[config.mk]
export PLATFORM = sky130hd
export DESIGN_NAME = result_collector
export DESIGN_NICKNAME = d
export VERILOG_FILES = /design/src/rtl/tpu_pkg.sv /design/src/rtl/sync_fifo.sv /design/src/rtl/result_collector.sv
export SDC_FILE = /design/constraint.sdc
export NUM_CORES = 1
export LEC_CHECK = 0
export CAP_MARGIN = 10
export CORE_MARGIN = 2
export CORE_UTILIZATION = 45
export CTS_BUF_LIST = sky130_fd_sc_hd__clkbuf_16
export DETAILED_ROUTE_END_ITERATION = 10
export SETUP_SLACK_MARGIN = 0.05
export SYNTH_ARGS = -nofsm -noshare
export SYNTH_HDL_FRONTEND = slang
export SYNTH_SLANG_ARGS = --single-unit
[constraint.sdc]
create_clock -name clk -period 8.9 [get_ports clk]
set_input_delay 1.78 -clock clk [delete_from_list [all_inputs] [get_ports clk]]
set_output_delay 1.78 -clock clk [all_outputs]
set_load 0.03 [all_outputs]
[src/rtl/tpu_pkg.sv]
// Shared definitions for the systolic-array result path.
//   BYTES_PER_TILE : bytes in one serialised 2x2 result tile
//   TILE_W         : width of a packed tile {c00, c01, c10, c11}
//   ELEM_W         : width of one signed result element
//   state_e        : result collector framing states
//   E_C00..E_C11   : element indices within a tile
package tpu_pkg;

  localparam int unsigned BYTES_PER_TILE = 8;
  localparam int unsigned TILE_W         = 64;
  localparam int unsigned ELEM_W         = 16;

  typedef enum logic {
    ST_HUNT    = 1'b0,
    ST_COLLECT = 1'b1
  } state_e;

  localparam logic [1:0] E_C00 = 2'd0;
  localparam logic [1:0] E_C01 = 2'd1;
  localparam logic [1:0] E_C10 = 2'd2;
  localparam logic [1:0] E_C11 = 2'd3;

  // c00 occupies the most significant element so the tile reads in stream order.
  function automatic logic [TILE_W-1:0] pack_tile(input logic [ELEM_W-1:0] c00,
                                                  input logic [ELEM_W-1:0] c01,
                                                  input logic [ELEM_W-1:0] c10,
                                                  input logic [ELEM_W-1:0] c11);
    return {c00, c01, c10, c11};
  endfunction

endpackage

[src/rtl/sync_fifo.sv]
// Synchronous FIFO with a registered head.
//   clk, rst   : clock, synchronous active-high reset (empties the FIFO, zeroes storage)
//   push       : request to enqueue push_data
//   push_data  : entry to enqueue
//   push_drop  : push refused because the FIFO is full and no pop occurs this cycle
//   head_valid : head entry available
//   pop_ready  : consumer takes the head when head_valid && pop_ready
//   head_data  : current head entry (driven from registers only)
//   count      : entries currently held, 0..DEPTH
module sync_fifo #(
  parameter int unsigned WIDTH = 64,
  parameter int unsigned DEPTH = 4,
  parameter int unsigned CNT_W = $clog2(DEPTH) + 1
) (
  input  logic             clk,
  input  logic             rst,
  input  logic             push,
  input  logic [WIDTH-1:0] push_data,
  output logic             push_drop,
  output logic             head_valid,
  input  logic             pop_ready,
  output logic [WIDTH-1:0] head_data,
  output logic [CNT_W-1:0] count
);

  localparam int unsigned PTR_W = $clog2(DEPTH);

  logic [WIDTH-1:0] mem_q [DEPTH];
  logic [PTR_W-1:0] wr_ptr_q, rd_ptr_q;
  logic [CNT_W-1:0] cnt_q;
  logic             empty, full, pop, accept;

  always_comb begin
    empty     = (cnt_q == '0);
    full      = (cnt_q == CNT_W'(DEPTH));
    pop       = !empty && pop_ready;
    // A pop frees the slot at the same edge, so a full FIFO can still take a push.
    accept    = push && (!full || pop);
    push_drop = push && !accept;
  end

  always_ff @(posedge clk) begin
    if (rst) begin
      for (int i = 0; i < int'(DEPTH); i++) begin
        mem_q[i] <= '0;
      end
      wr_ptr_q <= '0;
      rd_ptr_q <= '0;
      cnt_q    <= '0;
    end else begin
      if (accept) begin
        mem_q[wr_ptr_q] <= push_data;
        wr_ptr_q        <= wr_ptr_q + 1'b1;
      end
      if (pop) begin
        rd_ptr_q <= rd_ptr_q + 1'b1;
      end
      unique case ({accept, pop})
        2'b10:   cnt_q <= cnt_q + 1'b1;
        2'b01:   cnt_q <= cnt_q - 1'b1;
        default: cnt_q <= cnt_q;
      endcase
    end
  end

  assign head_valid = !empty;
  assign head_data  = mem_q[rd_ptr_q];
  assign count      = cnt_q;

endmodule

[src/rtl/result_collector.sv]
// Reassembles the serial result byte stream of the 2x2 systolic array
// (c00.hi, c00.lo, c01.hi, ... c11.lo) into whole tiles and queues them.
//   clk, rst      : clock, synchronous active-high reset
//   in_valid      : in_data carries a result byte this cycle
//   in_sof        : marks byte 0 of a tile (qualified by in_valid)
//   in_data       : result byte
//   out_valid     : head tile available
//   out_ready     : consumer accepts head tile on out_valid && out_ready
//   out_c00..c11  : head tile results (16-bit two's complement)
//   occupancy     : tiles queued, 0..DEPTH
//   err_sync      : sticky, framing lost (SOF mid-tile or missing SOF)
//   err_overflow  : sticky, completed tile dropped because the queue was full
module result_collector
  import tpu_pkg::*;
#(
  parameter int unsigned DEPTH = 4,
  parameter int unsigned CNT_W = $clog2(DEPTH) + 1
) (
  input  logic             clk,
  input  logic             rst,
  input  logic             in_valid,
  input  logic             in_sof,
  input  logic [7:0]       in_data,
  output logic             out_valid,
  input  logic             out_ready,
  output logic [15:0]      out_c00,
  output logic [15:0]      out_c01,
  output logic [15:0]      out_c10,
  output logic [15:0]      out_c11,
  output logic [CNT_W-1:0] occupancy,
  output logic             err_sync,
  output logic             err_overflow
);

  state_e              state_q, state_d;
  logic [2:0]          byte_cnt_q, byte_cnt_d;
  logic [7:0]          hi_q, hi_d;
  logic [ELEM_W-1:0]   elem_q [4];
  logic [ELEM_W-1:0]   elem_d [4];
  logic                err_sync_q, err_sync_d;
  logic                err_overflow_q;
  logic                push, push_drop;
  logic [TILE_W-1:0]   push_tile, head_tile;

  always_comb begin
    state_d    = state_q;
    byte_cnt_d = byte_cnt_q;
    hi_d       = hi_q;
    elem_d     = elem_q;
    err_sync_d = err_sync_q;
    push       = 1'b0;
    // Last element comes straight from the incoming byte so the push lands on byte 7's edge.
    push_tile  = pack_tile(elem_q[E_C00], elem_q[E_C01], elem_q[E_C10], {hi_q, in_data});

    if (in_valid) begin
      unique case (state_q)
        ST_HUNT: begin
          if (in_sof) begin
            hi_d       = in_data;
            byte_cnt_d = 3'd1;
            state_d    = ST_COLLECT;
          end
        end
        ST_COLLECT: begin
          if (byte_cnt_q == 3'd0 && !in_sof) begin
            // Expected the next tile's SOF; drop the byte and resynchronise.
            state_d    = ST_HUNT;
            err_sync_d = 1'b1;
          end else if (in_sof) begin
            // Restart on any SOF; only a mid-tile one is a framing error.
            if (byte_cnt_q != 3'd0) begin
              err_sync_d = 1'b1;
            end
            hi_d       = in_data;
            byte_cnt_d = 3'd1;
          end else begin
            if (!byte_cnt_q[0]) begin
              hi_d = in_data;
            end else begin
              elem_d[byte_cnt_q[2:1]] = {hi_q, in_data};
            end
            if (byte_cnt_q == 3'(BYTES_PER_TILE - 1)) begin
              push = 1'b1;
            end
            byte_cnt_d = byte_cnt_q + 1'b1;  // 7 wraps to 0, stays in COLLECT
          end
        end
        default: state_d = ST_HUNT;
      endcase
    end
  end

  always_ff @(posedge clk) begin
    if (rst) begin
      state_q        <= ST_HUNT;
      byte_cnt_q     <= '0;
      hi_q           <= '0;
      elem_q         <= '{default: '0};
      err_sync_q     <= 1'b0;
      err_overflow_q <= 1'b0;
    end else begin
      state_q        <= state_d;
      byte_cnt_q     <= byte_cnt_d;
      hi_q           <= hi_d;
      elem_q         <= elem_d;
      err_sync_q     <= err_sync_d;
      err_overflow_q <= err_overflow_q | push_drop;
    end
  end

  sync_fifo #(
    .WIDTH (TILE_W),
    .DEPTH (DEPTH),
    .CNT_W (CNT_W)
  ) u_fifo (
    .clk        (clk),
    .rst        (rst),
    .push       (push),
    .push_data  (push_tile),
    .push_drop  (push_drop),
    .head_valid (out_valid),
    .pop_ready  (out_ready),
    .head_data  (head_tile),
    .count      (occupancy)
  );

  assign {out_c00, out_c01, out_c10, out_c11} = head_tile;
  assign err_sync     = err_sync_q;
  assign err_overflow = err_overflow_q;

endmodule
==> results.yml <==
route:
  routed-via-count: 8172
  drc: 0
  drt_iter0_markers: 816
  wl_met2_um: 15900
  wl_per_cell_um: 22.4
  postRouteWirelength_um: 32800
  detail_route.vias_per_cell: 5.58
  antenna_left: 0
  first_pass_iters: 5
  met1_length_um: 14500
  top_layer: "met4"
  met3_wirelength_um: 1870
hold_path:
  hold_depth: 2
  hp-class: "flop to flop"
setup_path:
  path_depth: 3
  path_class: "flop to primary output"
  worstPathArrival_ps: 3290
  r2r_cells: 10
  path_cells: "buf_4 > mux4_2 > clkdlybuf4s50_1"
  startpoint_type: "flop"
  cp_slowest_cell: "buf_4"
  crit_path_end_kind: "primary output"
  cp_top_family: "buffers and inverters"
  cp.buffers_inverters: 2
  cp_max_fo: 44
  slowest_delay_ps: 830
  cp.required_ps: 7120
clocking:
  cts-buffers-inserted: 35
  cts_tree: "built"
  cts_hold_buffers: 0
  htree_num_levels: 2
  cts.repair.resized: 0
  worstSkewPairLatency_ps: 510
  post_cts_buffers: 0
  clk_pin_slew_ps: 60
  cts-root-buf: "clkbuf_16"
  cts.sinks: 327
  cts.path.max_buffers: 3
yosys:
  yosys_most_used_dff: "edfxtp_1"
  synth.largest_area_cell: "edfxtp_1"
  postSynthCellCount: 982
  syn_nets: 1002
  postSynth.asyncResetShare: 0
  avgSynthCellArea_um2: 14.1
  netlist_top_cells_area: "edfxtp_1 (56%), mux4_2 (10%), dfxtp_1 (10%)"
  yosysSeqAreaShare: 0.658
  yosysWarnings: 0
  syn_area_um2: 13800
  ys_ff_latch: 327
  synth_cell_types: 44
  synth_top_area_frac: 0.556
  synth-edff-count: 256
sta:
  rsz0062_at_grt: "false"
  maxSlewHeadroom: 0.276
  worst_pin_slew_ps: 1090
  slew_viol_final: 0
  post-route-period-util: 0.569
  finalClockSkew_ps: 11.3
  clock.fmax_mhz: 197
  hold_viol_final: 0
  fin_tns_setup_ps: 0
  setup_viol: 0
  period_needed_ps: 5070
floorplanning:
  die_h_um: 179
  core-area_um2: 30400
  rows: 64
  pin_count: 83
  die-area_um2: 32200
  start_util: 0.455
  die_w_um: 179
grt:
  globalRouteOverflowTotal: 0
  grt_pass1_vias: 8234
  grt_use_total: 0.211
  antenna_found_initial: 0
  grt_max_degree: 65
  grt_pass1_wl_um: 50200
run_status:
  outcome: "finished, final reports clean"
pwr:
  pwr-share-comb: 0.043
  seqPwrFrac: 0.543
  p_sw_frac: 0.213
  p_per_area_nw_per_um2: 197
  p_clk_frac: 0.414
  internal-power_uw: 2490
  ir_drop_mv: 0.115
  p_leak_uw: 0.00519
  p_sw_uw: 674
placement:
  hpwl_um: 17500
  port_buffers: 82
  gp_congestion: 0.752
flow_run:
  maxCapViolCount: 0
final_layout:
  utilization: 0.527
  nets: 1064
  diodes: 0
  area_growth_pct: 15.9
  n_fill_cell: 2605
  layout-drive-gt1-share: 0.134
## worst reg2reg max path, cell delays in order, from the launching register on
cell and delay, ps:
dfxtp_1 410, inv_1 120, ha_1 180, nor2b_1 140
ha_1 250, nor4_4 570, clkinv_2 190, buf_4 330
nor2_2 790, buf_4 490, and2_1 190
## power by group through the flow
| stage | clock network [µW] | logic [µW] | registers (µW) |
|---|---|---|---|
| after global placement | 0 | 138 | 1750 |
| final | 1310 | 137 | 1720 |
| after detailed placement | 0 | 138 | 1750 |
| after CTS | 1340 | 139 | 1720 |
| after floorplan | 0 | 79.1 | 1740 |
| after global routing | 1400 | 145 | 1720 |
## state kept, by name (all words and copies together), names as in the netlist, named ones only
register,count
err_sync,1
byte_cnt_q,3
state_q,1
u_fifo.count,3
u_fifo.wr_ptr_q,2
elem_q,48
err_overflow,1
u_fifo.rd_ptr_q,2
u_fifo.mem_q,256
hi_q,8
## final cells by class
cell class | count | area [µm²] | share of cell area
sequential | 327 | 9110 | 0.569
multi-input combinational | 568 | 4400 | 0.275
timing repair buffer | 99 | 943 | 0.0588
clock buffer | 37 | 926 | 0.0578
tap | 396 | 495 | 0.0309
clock inverter | 24 | 97.6 | 0.00609
inverter | 13 | 50.0 | 0.00312
## synthesized netlist by cell type (all sizes together) (6+ instances only)
cell type / count
a21oi: 40
and2: 126
buf: 24
clkbuf: 50
dfxtp: 71
edfxtp: 256
ha: 6
inv: 12
mux2i: 24
mux4: 64
nand2: 91
nand2b: 17
nor2: 80
nor3: 49
nor4: 15
nor4b: 29
## metal layers
layer  track usage  vias up
met3        0.0335       42
met2         0.346      270
met5             0        -
li1              -     3725
met4        0.0427        0
met1         0.302     4135
## cell usage in the layout (no fill, tap or decap), drive strengths merged, types with 3 or more instances in the layout
master / n
clkbuf: 37
clkinv: 15
xor2: 3
and2: 126
nor2: 80
dfxtp: 71
or3: 4
nand2: 91
mux2i: 24
mux4: 64
edfxtp: 256
nand2b: 17
inv: 21
a21oi: 40
clkdlybuf4s50: 81
nor3: 49
buf: 18
o21ai: 3
nor4: 15
ha: 6
nor4b: 29
## cells by family after synthesis
family / synth area share
DFF: 0.658
and+or+nand+nor: 0.165
AOI/OAI and AO/OA: 0.0174
muxes: 0.122
buffers and inverters: 0.0279
xor gates and xnor gates: 0.00317
adders and majority gates: 0.00687
## through the flow
stage / power [µW] / std cells / area, µm² / setup WS (ps) / hold slack, ps
6_report: 3160 / 1464 / 16000 / 3830 / 455
4_1_cts: 3190 / 1464 / 16000 / 3700 / 456
5_1_grt: 3270 / 1464 / 16000 / 3580 / 481
3_5_place_dp: 1890 / 1403 / 15000 / 3520 / 448
2_1_floorplan: 1820 / 982 / 13800 / 3910 / 436
3_3_place_gp: 1890 / 1403 / 15000 / 3610 / 443
## final timing paths
kind / from / endpoint / slack (ps)
setup / recovery: flop / out_c11[5] / 3830
hold / removal: elem_q[18]$_SDFFE_PP0P_ / elem_q[18]$_SDFFE_PP0P_ / 460
setup reg to reg: byte_cnt_q[1]$_SDFFE_PP0P_ / u_fifo.mem_q[3][23]$_DFFE_PP_ / 5110
hold reg to reg: elem_q[18]$_SDFFE_PP0P_ / elem_q[18]$_SDFFE_PP0P_ / 460
Power figures use the tool's default switching activity.
